<file path="config.mk">
export PLATFORM = sky130hd
export DESIGN_NAME = regdst_hazard_ctrl_flat
export DESIGN_NICKNAME = d
export VERILOG_FILES = /design/src/rtl/regdst_hazard_ctrl_if.sv /design/src/rtl/regdst_hazard_ctrl.sv /design/src/flat_wrapper.sv
export SDC_FILE = /design/constraint.sdc
export NUM_CORES = 1
export LEC_CHECK = 0
export CAP_MARGIN = 20
export CORE_MARGIN = 1
export CORE_UTILIZATION = 48
export CTS_BUF_LIST = sky130_fd_sc_hd__clkbuf_16
export CTS_CLUSTER_SIZE = 40
export DETAILED_ROUTE_END_ITERATION = 8
export GPL_TIMING_DRIVEN = 0
export PLACE_DENSITY = 0.84
export SLEW_MARGIN = 20
export SYNTH_ARGS = -nofsm -noshare
export SYNTH_HDL_FRONTEND = slang
export SYNTH_SLANG_ARGS = --single-unit
</file>
<file path="constraint.sdc">
create_clock -name Clk -period 3.85 [get_ports Clk]
set_input_delay 0.5775 -clock Clk [delete_from_list [all_inputs] [get_ports Clk]]
set_output_delay 0.5775 -clock Clk [all_outputs]
set_load 0.05 [all_outputs]
</file>
<file path="src/rtl/regdst_hazard_ctrl_if.sv">
// regdst_hazard_ctrl_if: decode/issue, RegDst select and write-back signal bundle.
interface regdst_hazard_ctrl_if;
  logic        IssueValid, IssueReady;
  logic [4:0]  Rs, Rt, Rd, AltDst;
  logic        UsesRs, UsesRt;
  logic [1:0]  DstMode;
  logic        RegWrite, IsLoad, Flush;
  logic [1:0]  RegDstSel;
  logic [4:0]  ExDst;
  logic        WbValid;
  logic [4:0]  WbDst;
  logic [15:0] StallCount;
  modport master (
    output IssueValid, Rs, Rt, Rd, AltDst, UsesRs, UsesRt, DstMode, RegWrite, IsLoad, Flush,
    input  IssueReady, RegDstSel, ExDst, WbValid, WbDst, StallCount
  );
  modport slave (
    input  IssueValid, Rs, Rt, Rd, AltDst, UsesRs, UsesRt, DstMode, RegWrite, IsLoad, Flush,
    output IssueReady, RegDstSel, ExDst, WbValid, WbDst, StallCount
  );
endinterface

</file>
<file path="src/rtl/regdst_hazard_ctrl.sv">
// regdst_hazard_ctrl: RegDst select, in-flight destination tracking and RAW stall control.
// REGDST_HAZARD_FORWARDING_EN: stall only on load-use against EX; otherwise stall on any EX..MEM match.
module regdst_hazard_ctrl #(
  parameter int NSTAGE = 3
) (
  input logic Clk,
  input logic ResetN,
  regdst_hazard_ctrl_if.slave bus
);
  logic [NSTAGE-1:0] vld_q, vld_d;
  logic [4:0]        dst_q [NSTAGE];
  logic [4:0]        dst_d [NSTAGE];
`ifdef REGDST_HAZARD_FORWARDING_EN
  logic [NSTAGE-1:0] ld_q, ld_d;
`endif
  logic [1:0]        sel_q, sel_d;
  logic [4:0]        exdst_q, exdst_d, dst;
  logic [15:0]       stall_q, stall_d;
  logic              hazard, accept;
  function automatic logic hit(input logic uses, input logic [4:0] s, input logic v, input logic [4:0] d);
    return uses && s != 5'd0 && v && d == s;
  endfunction
  always_comb begin
    dst = bus.DstMode == 2'd0 ? bus.Rt : bus.DstMode == 2'd1 ? bus.Rd : bus.DstMode == 2'd2 ? 5'd31 : bus.AltDst;
    hazard = 1'b0;
`ifdef REGDST_HAZARD_FORWARDING_EN
    hazard = ld_q[0] && (hit(bus.UsesRs, bus.Rs, vld_q[0], dst_q[0]) || hit(bus.UsesRt, bus.Rt, vld_q[0], dst_q[0]));
`else
    // WB writes before the read half-cycle, so the last entry never stalls
    for (int i = 0; i < NSTAGE - 1; i++)
      hazard = hazard || hit(bus.UsesRs, bus.Rs, vld_q[i], dst_q[i]) || hit(bus.UsesRt, bus.Rt, vld_q[i], dst_q[i]);
`endif
    hazard = hazard && bus.IssueValid;
    bus.IssueReady = !hazard && !bus.Flush;
    accept = bus.IssueValid && bus.IssueReady;
    vld_d = bus.Flush ? '0 : {vld_q[NSTAGE-2:0], accept && bus.RegWrite && dst != 5'd0};
`ifdef REGDST_HAZARD_FORWARDING_EN
    ld_d = {ld_q[NSTAGE-2:0], accept && bus.IsLoad};
`endif
    dst_d[0] = accept ? dst : 5'd0;
    for (int i = 1; i < NSTAGE; i++)
      dst_d[i] = dst_q[i-1];
    sel_d = accept ? bus.DstMode : 2'd0;
    exdst_d = accept ? dst : 5'd0;
    stall_d = (bus.IssueValid && !bus.IssueReady && !bus.Flush && stall_q != 16'hFFFF) ? stall_q + 16'd1 : stall_q;
  end
  always_ff @(posedge Clk or negedge ResetN) begin
    if (!ResetN) begin
      vld_q <= '0;
      dst_q <= '{default: 5'd0};
`ifdef REGDST_HAZARD_FORWARDING_EN
      ld_q <= '0;
`endif
      sel_q <= 2'd0;
      exdst_q <= 5'd0;
      stall_q <= 16'd0;
    end else begin
      vld_q <= vld_d;
      dst_q <= dst_d;
`ifdef REGDST_HAZARD_FORWARDING_EN
      ld_q <= ld_d;
`endif
      sel_q <= sel_d;
      exdst_q <= exdst_d;
      stall_q <= stall_d;
    end
  end
  assign bus.RegDstSel = sel_q;
  assign bus.ExDst = exdst_q;
  assign bus.WbValid = vld_q[NSTAGE-1];
  assign bus.WbDst = vld_q[NSTAGE-1] ? dst_q[NSTAGE-1] : 5'd0;
  assign bus.StallCount = stall_q;
endmodule
</file>
<file path="src/flat_wrapper.sv">
// flat-port wrapper written by rule: the top's interface ports become plain ports
module regdst_hazard_ctrl_flat 
#(
  parameter int NSTAGE = 3
)
  (Clk, ResetN, bus_IssueValid, bus_Rs, bus_Rt, bus_Rd, bus_AltDst, bus_UsesRs, bus_UsesRt, bus_DstMode, bus_RegWrite, bus_IsLoad, bus_Flush, bus_IssueReady, bus_RegDstSel, bus_ExDst, bus_WbValid, bus_WbDst, bus_StallCount);
  regdst_hazard_ctrl_if bus_i ();
  input logic Clk;
  input logic ResetN;
  input wire logic [$bits(bus_i.IssueValid)-1:0] bus_IssueValid;
  input wire logic [$bits(bus_i.Rs)-1:0] bus_Rs;
  input wire logic [$bits(bus_i.Rt)-1:0] bus_Rt;
  input wire logic [$bits(bus_i.Rd)-1:0] bus_Rd;
  input wire logic [$bits(bus_i.AltDst)-1:0] bus_AltDst;
  input wire logic [$bits(bus_i.UsesRs)-1:0] bus_UsesRs;
  input wire logic [$bits(bus_i.UsesRt)-1:0] bus_UsesRt;
  input wire logic [$bits(bus_i.DstMode)-1:0] bus_DstMode;
  input wire logic [$bits(bus_i.RegWrite)-1:0] bus_RegWrite;
  input wire logic [$bits(bus_i.IsLoad)-1:0] bus_IsLoad;
  input wire logic [$bits(bus_i.Flush)-1:0] bus_Flush;
  output wire logic [$bits(bus_i.IssueReady)-1:0] bus_IssueReady;
  output wire logic [$bits(bus_i.RegDstSel)-1:0] bus_RegDstSel;
  output wire logic [$bits(bus_i.ExDst)-1:0] bus_ExDst;
  output wire logic [$bits(bus_i.WbValid)-1:0] bus_WbValid;
  output wire logic [$bits(bus_i.WbDst)-1:0] bus_WbDst;
  output wire logic [$bits(bus_i.StallCount)-1:0] bus_StallCount;
  assign bus_i.IssueValid = bus_IssueValid;
  assign bus_i.Rs = bus_Rs;
  assign bus_i.Rt = bus_Rt;
  assign bus_i.Rd = bus_Rd;
  assign bus_i.AltDst = bus_AltDst;
  assign bus_i.UsesRs = bus_UsesRs;
  assign bus_i.UsesRt = bus_UsesRt;
  assign bus_i.DstMode = bus_DstMode;
  assign bus_i.RegWrite = bus_RegWrite;
  assign bus_i.IsLoad = bus_IsLoad;
  assign bus_i.Flush = bus_Flush;
  assign bus_IssueReady = bus_i.IssueReady;
  assign bus_RegDstSel = bus_i.RegDstSel;
  assign bus_ExDst = bus_i.ExDst;
  assign bus_WbValid = bus_i.WbValid;
  assign bus_WbDst = bus_i.WbDst;
  assign bus_StallCount = bus_i.StallCount;
  regdst_hazard_ctrl #(.NSTAGE(NSTAGE)) u_core (.Clk(Clk), .ResetN(ResetN), .bus(bus_i));
endmodule
</file>
==> flow_summary.json <==
{
  "status": "completed",
  "dr_total_vias": 1458,
  "yosysMostFrequentCell": "dfrtp_1",
  "ctsHoldBuffers": 0,
  "drt_pass1_iterations": 4,
  "synth-seq-cells": 36,
  "powerDensity_nw_per_um2": 377.8,
  "antenna_cells": 0,
  "end_kind": "output port",
  "r2r_setup_slack_ps": 1660,
  "wl_per_cell_um": 15.13,
  "cp-start-kind": "input pin",
  "required_ps": 3270,
  "grt_antenna_before_repair": 0,
  "synth_top_family_by_area": "simple AND/OR/NAND/NOR gates",
  "grt_max_degree": 31,
  "worstPathArrival_ps": 3010,
  "synthXorXnorAreaFrac_pct": 17.40,
  "hold_viol_final": 0,
  "syn_nets": 188,
  "synth_common_cells": "36 x dfrtp_1, 26 x xnor2_1, 10 x nand4_1",
  "portBuffers": 57,
  "nNetsFinal": 253,
  "fin_crit_sh_pct": 93.18,
  "max_freq_mhz": 278.7,
  "grtUsageTotal_pct": 23.93,
  "syn_inst": 157,
  "fin_crit_ps": 3587,
  "n_fill_cell": 225,
  "synthSimpleGateAreaFrac_pct": 18.39,
  "place_congestion": 0.8355,
  "ys_seq_area_share_pct": 51.14,
  "leakage_nw": 1.082,
  "fin_skew_ps": 2.767,
  "clock_sinks": 36,
  "drv_slew": 0,
  "routed_wl_um": 4071,
  "coreArea_um2": 3416,
  "die_y_um": 62.58,
  "final_area_um2": 2567,
  "clk_latency_ps": 280,
  "synth_compound_area_share_pct": 4.972,
  "setup_viol": 0,
  "netlist_area_um2": 1762,
  "die_x_um": 62.58,
  "power.total_w": 0.0009700,
  "yosysTopAreaCell": "dfrtp_1",
  "grt_setup_unrepaired": "false",
  "place_inst": 261,
  "ys_types": 29,
  "yosys-top-cells-area": "dfrtp_1 51%, xnor2_1 13%, xor2_1 4.5%",
  "syn_to_final_growth_pct": 45.74,
  "grt_pass1_wl_um": 7169,
  "worstHoldPathType": "in2async",
  "drt_iter0_drc": 74,
  "worst_pin_slew_ps": 529.1,
  "synth-main-ff-cell": "dfrtp_1",
  "path_class": "in2out",
  "io_pins": 60,
  "synth_warnings": 0,
  "rows": 21,
  "place_area_um2": 2405,
  "critPathMaxFanout": 4,
  "max_slew_margin_pct": 64.62,
  "overflow": 0,
  "synth_edf_count": 0,
  "dp_hpwl_um": 2921,
  "drc": 0,
  "drv_cap": 0,
  "path_clk_slew_ps": 50,
  "grt_pass1_vias": 1485,
  "cts_root_buf": "clkbuf_16",
  "tritoncts": "yes",
  "clockBufferDepth": 2,
  "synthMuxAreaShare_pct": 3.764,
  "final_cells": 269,
  "htree_levels": 2,
  "numCtsBuffers": 5,
  "peakVddDrop_mv": 0.3347,
  "drt-vias-per-instance": 5.420,
  "detail-route-antenna-nets": 0,
  "synthAdderAreaFrac_pct": 0.7102,
  "syn_avg_cell_area_um2": 11.22,
  "drive_gt1_share_pct": 11.21,
  "synth_top_area_share_pct": 51.14,
  "dieArea_um2": 3916,
  "postSynth.asyncResetShare_pct": 100.0,
  "start_util_pct": 51.58
}
-- cell type report --
cell class	count	area (µm²)	area share (%)
Clock inverter	3	38.79	1.511
Sequential cell	36	900.9	35.09
Timing Repair Buffer	58	584.3	22.76
Multi-Input combinational cell	111	797.0	31.04
Clock buffer	5	125.1	4.873
Inverter	3	11.26	0.4386
Buffer	7	52.55	2.047
Tap cell	46	57.56	2.242
-- per-stage QoR --
step	hold WS, ps	worst slack (ps)	utilization, %	TNS (ps)
after floorplan	281.9	856.6	-	0
after global placement	438.8	44.66	69.96	0
after detailed placement	435.0	-11.95	70.40	-11.95
after CTS	146.1	270.4	75.16	0
after global routing	154.8	134.0	75.16	0
final	146.0	262.5	75.16	0
-- cells by family after synthesis --
logic type | after synthesis
AND/OR/NAND/NOR | 57
adder cells (fa/ha/maj) | 1
flip-flops | 36
buffers and inverters | 10
multiplexers | 6
AO/OA/AOI/OAI | 12
XOR/XNOR | 35
-- critical path, cell delays in order --
cell	delay (ps)
clkdlybuf4s50_1	510
or4_1	580
o21ai_2	150
nor4_1	90
o21ai_2	260
nand2_1	100
a21oi_1	200
dlygate4sd2_1	550
-- layout by cell type, fill, tap and decap left out, types with 5 or more instances in the layout --
master,count
nand2_1,6
xnor2_1,26
nand3_1,9
mux2_2,5
buf_4,5
clkbuf_16,5
and2_1,6
xor2_1,9
nand4_1,10
clkdlybuf4s50_1,55
dfrtp_1,36
nor2_1,9
-- worst paths after layout --
path	from	to	depth (start not counted)
worst max-delay path	bus_Rt[1]	bus_IssueReady	8
worst min register to register	u_core.dst_d[1]	u_core.dst_q[1]	0
worst max register to register	u_core.bus.ExDst[3]	u_core.bus.StallCount[4]	8
max in group asynchronous	ResetN	u_core.bus.StallCount[12]	2
min in group Clk	u_core.dst_d[1]	u_core.dst_q[1]	0
worst min-delay path	ResetN	u_core.dst_d[4]	1
-- metal layers --
layer	vias up	wire length [µm]	share of wire (%)	global-route usage [%]
met4	0	98	2.4	12.50
met5	-	0	0	0
li1	674	-	-	-
met2	52	2048	50	38.99
met3	9	189	4.6	4.745
met1	723	1735	43	30.05
-- state kept, by name, summed over array words and instances, names as in the netlist --
register	flops
u_core.vld_q	3
u_core.dst_d	5
u_core.bus.ExDst	5
u_core.bus.StallCount	16
u_core.bus.RegDstSel	2
u_core.dst_q	5
-- power by group --
| group | total [W] | switching (W) | internal [W] |
|---|---|---|---|
| sequential | 0.000402 | 0.0000114 | 0.000390 |
| clock | 0.000443 | 0.000142 | 0.000301 |
| combinational | 0.000125 | 0.0000631 | 0.0000616 |
| total | 0.000970 | 0.000217 | 0.000753 |
-- what timing repair did --
action | 4_1_cts | 5_1_grt
endpoints found under the setup margin | 1 | 0
resized for setup | 1 | 0
setup buffers | 0 | 0
No activity file was read; power rests on OpenSTA's default activity.
